$ cat src/rtl/rst_seq_pkg.sv
// Shared state encoding and width helpers for the staged reset sequencer.
package rst_seq_pkg;

    typedef enum logic [1:0] {
        ST_HOLD  = 2'd0,
        ST_WAIT  = 2'd1,
        ST_RUN   = 2'd2,
        ST_FAULT = 2'd3
    } seq_state_e;

    function automatic int clog2_min1(input int v);
        return (v <= 2) ? 1 : $clog2(v);
    endfunction

    function automatic int max_int(input int a, input int b);
        return (a > b) ? a : b;
    endfunction

endpackage

$ cat src/rtl/rst_seq_if.sv
// Sequencer-facing bundle: restart request, per-stage done/reset, status.
interface rst_seq_if #(
    parameter int N_STAGES = 4
);
    import rst_seq_pkg::*;

    localparam int IDX_W = clog2_min1(N_STAGES);

    logic                soft_rst_req;
    logic [N_STAGES-1:0] stage_done;
    logic [N_STAGES-1:0] stage_rst;
    logic                sys_ready;
    logic                busy;
    logic                fault;
    logic [IDX_W-1:0]    fault_stage;

    modport master (
        input  soft_rst_req,
        input  stage_done,
        output stage_rst,
        output sys_ready,
        output busy,
        output fault,
        output fault_stage
    );

    modport slave (
        output soft_rst_req,
        output stage_done,
        input  stage_rst,
        input  sys_ready,
        input  busy,
        input  fault,
        input  fault_stage
    );

endinterface

$ cat src/rtl/rst_seq_timer.sv
// Clear/enable up-counter with a terminal-count compare, shared by hold and ack waits.
module rst_seq_timer #(
    parameter int W = 4
) (
    input  logic         clk_50m,
    input  logic         rst,
    input  logic         clr,
    input  logic         en,
    input  logic [W-1:0] tc_val,
    output logic         tc
);

    logic [W-1:0] cnt_q;
    logic [W-1:0] cnt_d;

    always_comb begin
        cnt_d = cnt_q;
        if (clr) begin
            cnt_d = '0;
        end else if (en) begin
            cnt_d = cnt_q + W'(1);
        end
    end

    always_ff @(posedge clk_50m) begin
        if (rst) begin
            cnt_q <= '0;
        end else begin
            cnt_q <= cnt_d;
        end
    end

    assign tc = (cnt_q == tc_val);

endmodule

$ cat src/rtl/rst_sequencer.sv
// Staged per-subsystem reset release with soft restart.
// RST_SEQ_TIMEOUT_EN adds a stage_done timeout that parks the sequencer in FAULT.
module rst_sequencer
    import rst_seq_pkg::*;
#(
    parameter int N_STAGES    = 4,
    parameter int HOLD_CYC    = 16,
    parameter int ACK_TIMEOUT = 1024
) (
    input  logic      clk_50m,
    input  logic      rst,
    rst_seq_if.master seq
);

    localparam int IDX_W = clog2_min1(N_STAGES);
    localparam int CNT_W = clog2_min1(max_int(HOLD_CYC, ACK_TIMEOUT));

    localparam logic [IDX_W-1:0] LAST_IDX = IDX_W'(N_STAGES - 1);
    localparam logic [CNT_W-1:0] HOLD_TC  = CNT_W'(HOLD_CYC - 1);

    seq_state_e          state_q, state_d;
    logic [IDX_W-1:0]    idx_q, idx_d;
    logic                req_q, req_d;
    logic                req_prev_q, req_prev_d;
    logic [N_STAGES-1:0] stage_rst_q, stage_rst_d;
    logic                sys_ready_q, sys_ready_d;
    logic                busy_q, busy_d;
    logic                fault_q, fault_d;
    logic [IDX_W-1:0]    fault_stage_q, fault_stage_d;

    logic             tc;
    logic             tmr_clr;
    logic             tmr_en;
    logic [CNT_W-1:0] tc_val;
    logic             in_hold;
    logic             in_wait;
    logic             hold_done;
    logic             ack;
    logic             tmo;
    logic             soft_edge;
    logic             restart;

    assign in_hold   = (state_q == ST_HOLD);
    assign in_wait   = (state_q == ST_WAIT);
    assign hold_done = in_hold && tc;
    assign ack       = in_wait && seq.stage_done[idx_q];
    assign soft_edge = req_q && !req_prev_q;
    assign restart   = soft_edge &&
                       ((state_q == ST_RUN) || (state_q == ST_FAULT));

`ifdef RST_SEQ_TIMEOUT_EN
    localparam logic [CNT_W-1:0] ACK_TC = CNT_W'(ACK_TIMEOUT - 1);

    // A done arriving on the terminal cycle still advances normally.
    assign tmo    = in_wait && !seq.stage_done[idx_q] && tc;
    assign tmr_en = in_hold || in_wait;
    assign tc_val = in_wait ? ACK_TC : HOLD_TC;
`else
    assign tmo    = 1'b0;
    assign tmr_en = in_hold;
    assign tc_val = HOLD_TC;
`endif

    assign tmr_clr = hold_done || ack || tmo || restart;

    rst_seq_timer #(
        .W (CNT_W)
    ) u_timer (
        .clk_50m (clk_50m),
        .rst     (rst),
        .clr     (tmr_clr),
        .en      (tmr_en),
        .tc_val  (tc_val),
        .tc      (tc)
    );

    always_ff @(posedge clk_50m) begin
        if (rst) begin
            state_q       <= ST_HOLD;
            idx_q         <= '0;
            req_q         <= 1'b0;
            req_prev_q    <= 1'b0;
            stage_rst_q   <= '1;
            sys_ready_q   <= 1'b0;
            busy_q        <= 1'b1;
            fault_q       <= 1'b0;
            fault_stage_q <= '0;
        end else begin
            state_q       <= state_d;
            idx_q         <= idx_d;
            req_q         <= req_d;
            req_prev_q    <= req_prev_d;
            stage_rst_q   <= stage_rst_d;
            sys_ready_q   <= sys_ready_d;
            busy_q        <= busy_d;
            fault_q       <= fault_d;
            fault_stage_q <= fault_stage_d;
        end
    end

    always_comb begin
        state_d    = state_q;
        idx_d      = idx_q;
        req_d      = seq.soft_rst_req;
        req_prev_d = req_q;
        unique case (state_q)
            ST_HOLD: begin
                if (tc) state_d = ST_WAIT;
            end
            ST_WAIT: begin
                if (ack) begin
                    if (idx_q == LAST_IDX) begin
                        state_d = ST_RUN;
                    end else begin
                        idx_d   = idx_q + IDX_W'(1);
                        state_d = ST_HOLD;
                    end
                end else if (tmo) begin
                    state_d = ST_FAULT;
                end
            end
            ST_RUN, ST_FAULT: begin
                if (soft_edge) begin
                    state_d = ST_HOLD;
                    idx_d   = '0;
                end
            end
            default: state_d = ST_HOLD;
        endcase
    end

    // Outputs follow the next state so every port comes straight from a flop.
    always_comb begin
        stage_rst_d   = stage_rst_q;
        fault_stage_d = fault_stage_q;
        if (hold_done) stage_rst_d[idx_q] = 1'b0;
        if (tmo || restart) stage_rst_d = '1;
        if (tmo) fault_stage_d = idx_q;
        sys_ready_d = (state_d == ST_RUN);
        busy_d      = (state_d == ST_HOLD) || (state_d == ST_WAIT);
        fault_d     = (state_d == ST_FAULT);
    end

    assign seq.stage_rst   = stage_rst_q;
    assign seq.sys_ready   = sys_ready_q;
    assign seq.busy        = busy_q;
    assign seq.fault       = fault_q;
    assign seq.fault_stage = fault_stage_q;

endmodule

$ cat src/flat_wrapper.sv
// flat-port wrapper written by rule: the top's interface ports become plain ports
module rst_sequencer_flat import rst_seq_pkg::*;
#(
    parameter int N_STAGES    = 4,
    parameter int HOLD_CYC    = 16,
    parameter int ACK_TIMEOUT = 1024
)
  (clk_50m, rst, seq_soft_rst_req, seq_stage_done, seq_stage_rst, seq_sys_ready, seq_busy, seq_fault, seq_fault_stage);
  rst_seq_if #(.N_STAGES(N_STAGES)) seq_i ();
  input  logic clk_50m;
  input  logic rst;
  input wire logic [$bits(seq_i.soft_rst_req)-1:0] seq_soft_rst_req;
  input wire logic [$bits(seq_i.stage_done)-1:0] seq_stage_done;
  output wire logic [$bits(seq_i.stage_rst)-1:0] seq_stage_rst;
  output wire logic [$bits(seq_i.sys_ready)-1:0] seq_sys_ready;
  output wire logic [$bits(seq_i.busy)-1:0] seq_busy;
  output wire logic [$bits(seq_i.fault)-1:0] seq_fault;
  output wire logic [$bits(seq_i.fault_stage)-1:0] seq_fault_stage;
  assign seq_i.soft_rst_req = seq_soft_rst_req;
  assign seq_i.stage_done = seq_stage_done;
  assign seq_stage_rst = seq_i.stage_rst;
  assign seq_sys_ready = seq_i.sys_ready;
  assign seq_busy = seq_i.busy;
  assign seq_fault = seq_i.fault;
  assign seq_fault_stage = seq_i.fault_stage;
  rst_sequencer #(.N_STAGES(N_STAGES), .HOLD_CYC(HOLD_CYC), .ACK_TIMEOUT(ACK_TIMEOUT)) u_core (.clk_50m(clk_50m), .rst(rst), .seq(seq_i));
endmodule
$ cat config.mk
export PLATFORM = sky130hd
export DESIGN_NAME = rst_sequencer_flat
export DESIGN_NICKNAME = d
export VERILOG_FILES = /design/src/rtl/rst_seq_pkg.sv /design/src/rtl/rst_seq_if.sv /design/src/rtl/rst_seq_timer.sv /design/src/rtl/rst_sequencer.sv /design/src/flat_wrapper.sv
export SDC_FILE = /design/constraint.sdc
export NUM_CORES = 1
export LEC_CHECK = 0
export BUFFER_PORTS_ARGS = -buffer_cell sky130_fd_sc_hd__buf_2
export CAP_MARGIN = 20
export CORE_UTILIZATION = 54
export DETAILED_ROUTE_END_ITERATION = 10
export PLACE_DENSITY_LB_ADDON = 0.2
export SLEW_MARGIN = 20
export SYNTH_ARGS = -nofsm -noshare
export SYNTH_HDL_FRONTEND = slang
export SYNTH_SLANG_ARGS = --single-unit
$ cat constraint.sdc
create_clock -name clk_50m -period 2.4 [get_ports clk_50m]
set_input_delay 0.48 -clock clk_50m [delete_from_list [all_inputs] [get_ports clk_50m]]
set_output_delay 0.48 -clock clk_50m [all_outputs]
set_load 0.03 [all_outputs]
==> qor.yml <==
clock_tree:
  cts.sinks: 23
  post_cts_buffers: 0
  hold_buffers: 0
  cts_made_buffers: 3
  clk_pin_slew_worst_paths_ps: 110
  cts_tree: "built"
  cts_buffer_depth: 2
  clock_latency_ps: 290
  htreeDepth: 1
  cts_root_buf: "clkbuf_4"
  ctsResizeCount: 0
sta:
  setup_tns_ps: 0
  finalSetupViolCount: 0
  hold_viol_final: 0
  post-route-period-util: 0.815
  hold_ws_ps: 391
  rsz0062_at_grt: "false"
  finalClockSkew_ps: 1.08
  fin_ws_ps: 443
  max_slew_margin: 0.654
  worst_slew_pin_slew_ps: 520
  max_freq_ghz: 0.511
  drv_slew: 0
  layout_min_cycle_time_ps: 1960
yosys:
  ys_types: 36
  synth_fa_ha_area_frac: 0.0584
  syn_area_per_cell_um2: 9.31
  synth-async-reset-ratio: 0
  ys_ff_latch: 23
  synth-simple-area-share: 0.273
  synthFlopType: "dfxtp_1"
  syn_inst: 115
  synth_edf_count: 0
  seq_area_frac_synth: 0.430
  netlist_top_cells_area: "dfxtp_1, nor2_1, ha_1, xnor2_1, nand2_1"
  synth_area_leader_cell: "dfxtp_1"
  synth_top_area_share: 0.430
  netlist_top_cells_count: "dfxtp_1, nor2_1, nand2_1"
  ys.warnings.count: 0
  synth.most_common_cell: "dfxtp_1"
  synthMuxAreaShare: 0.0187
  syn-cell-area_um2: 1070
  synth_top_family_by_area: "simple AND/OR/NAND/NOR gates"
  synth_compound_area_frac: 0.0888
  synth_xor_area_frac: 0.0736
placement:
  dp_hpwl_um: 1330
  placed_area_um2: 1120
  gp_congestion: 0.815
  place_ws_ps: 443
  port_buffers: 13
pwr:
  total_power_mw: 0.593
  power_density_nw_per_um2: 515
  ir_worst_vdd_mv: 0.288
  p_leak_nw: 0.494
setup_path:
  worst_setup_path_end_kind: "flop"
  r2r-end: "u_core.u_timer.cnt_q[6]"
  reg2reg_from: "u_core.state_q[1]"
  cp-start-kind: "flop"
  critical_path_required_ps: 2590
  cp.arrival_ps: 2140
  crit_type: "flop to flop"
  regToRegSetupSlack_ps: 440
  reg2reg_depth: 4
  worst-path-max-fanout: 13
routing:
  postRouteAntennaNets: 0
  drcViolationCount: 0
  wl_um: 1730
  via_count: 802
  drt_first_pass_iters: 4
  avgViaCountPerCell: 5.28
  wl_per_cell_um: 11.4
  drt_iter0_drc: 9
global_route:
  grt.total_usage: 0.184
  grt_pass1_wl_um: 2830
  grt_max_degree: 14
  grt_pass1_vias: 704
  grt-ovfl-total: 0
  antenna_found_initial: 0
cells_and_area:
  layout.nets: 140
  seqCellArea_um2: 460
  areaGrowthSynthToFinish_pct: 7.48
  fillCellCount: 153
  multi_input_area_um2: 557
  design_area_um2: 1150
  antenna_cells: 0
  final_layout_size_suffix_gt1_frac: 0.157
floorplanning:
  die_h_um: 46.5
  io-pin-count: 16
  start_util: 0.601
  rows: 15
  fp.coreArea_um2: 1780
  dieArea_um2: 2170
  die_width_um: 46.5
hold_path:
  hold_start: "seq_soft_rst_req"
  min_path_type: "input port to flop"
  worstHoldPathCells: 2
  hold_end: "u_core.req_prev_d"
flow_run:
  drv_cap: 0
run_status:
  status: "completed"
-- kinds of logic (layout without fill, tap and decap cells) --
family / count (synthesis) / after routing
mux: 2 / 2
fa+ha+maj: 5 / 5
simple gates: 53 / 53
xor+xnor: 9 / 9
other cells: 1 / 2
buf+inv: 9 / 20
flops: 23 / 23
compound gates: 13 / 13
-- worst max-delay path, cell delays in order (launching register included) --
cell and delay, ps:
dfxtp_1 430, or3b_1 520, nor4bb_4 430, or3_1 370, nor2_1 90
-- area by class of cell --
cell class              instances  share of cell area
multi-input cells              84               0.484
flip-flops and latches         23               0.400
repair buffers                 13              0.0565
well taps                      25              0.0272
clock buffers                   4              0.0228
inverters                       3             0.00978
-- cell usage in the layout (no fill, tap or decap), types with 2 or more instances in the layout --
master / instances
a21o_1: 4
buf_2: 13
clkbuf_4: 3
conb_1: 2
dfxtp_1: 23
ha_1: 5
inv_1: 3
mux2i_1: 2
nand2_1: 10
nand2b_1: 2
nand3b_1: 2
nand4_1: 4
nor2_1: 17
nor2b_1: 3
nor3_1: 5
o31ai_1: 2
or3b_2: 2
xnor2_1: 7
xor2_1: 2
-- report_power, final --
part           internal (mW)  total, mW  switching (mW)
sequential             0.387      0.393         0.00516
clock                 0.0646      0.169           0.104
combinational         0.0120     0.0315          0.0195
-- metrics by stage --
| stage | cells | utilization |
|---|---|---|
| after floorplan | 116 | - |
| after global placement | 148 | 0.631 |
| after detailed placement | 148 | 0.631 |
| after CTS | 152 | 0.646 |
| after global routing | 152 | 0.646 |
| final | 152 | 0.646 |
-- state kept, by name, indices dropped and copies added, names as in the netlist --
name,flops
u_core.seq.stage_rst,4
u_core.seq.sys_ready,1
u_core.req_prev_q,1
u_core.seq.fault,1
u_core.seq.busy,1
u_core.state_q,2
u_core.idx_q,2
u_core.req_prev_d,1
u_core.u_timer.cnt_q,10
-- metal layers --
| metal | share of wire | GRT usage |
|---|---|---|
| met4 | 0.0075 | 0.0824 |
| met5 | 0 | 0 |
| met3 | 0.038 | 0.0353 |
| met1 | 0.47 | 0.229 |
| met2 | 0.48 | 0.303 |
-- how the worst max path moves through the flow --
| stage | startpoint | to | cells past startpoint |
|---|---|---|---|
| 6_report | u_core.state_q[1] | u_core.u_timer.cnt_q[6] | 4 |
| 5_1_grt | u_core.state_q[1] | u_core.u_timer.cnt_q[4] | 4 |
| 4_1_cts | u_core.state_q[1] | u_core.u_timer.cnt_q[6] | 4 |
| 3_5_place_dp | u_core.state_q[1] | u_core.u_timer.cnt_q[6] | 4 |
| 3_3_place_gp | u_core.state_q[1] | u_core.u_timer.cnt_q[7] | 4 |
| 2_1_floorplan | u_core.idx_q[0] | u_core.idx_q[1] | 5 |
Note: power is estimated with default switching activity, not from simulation.
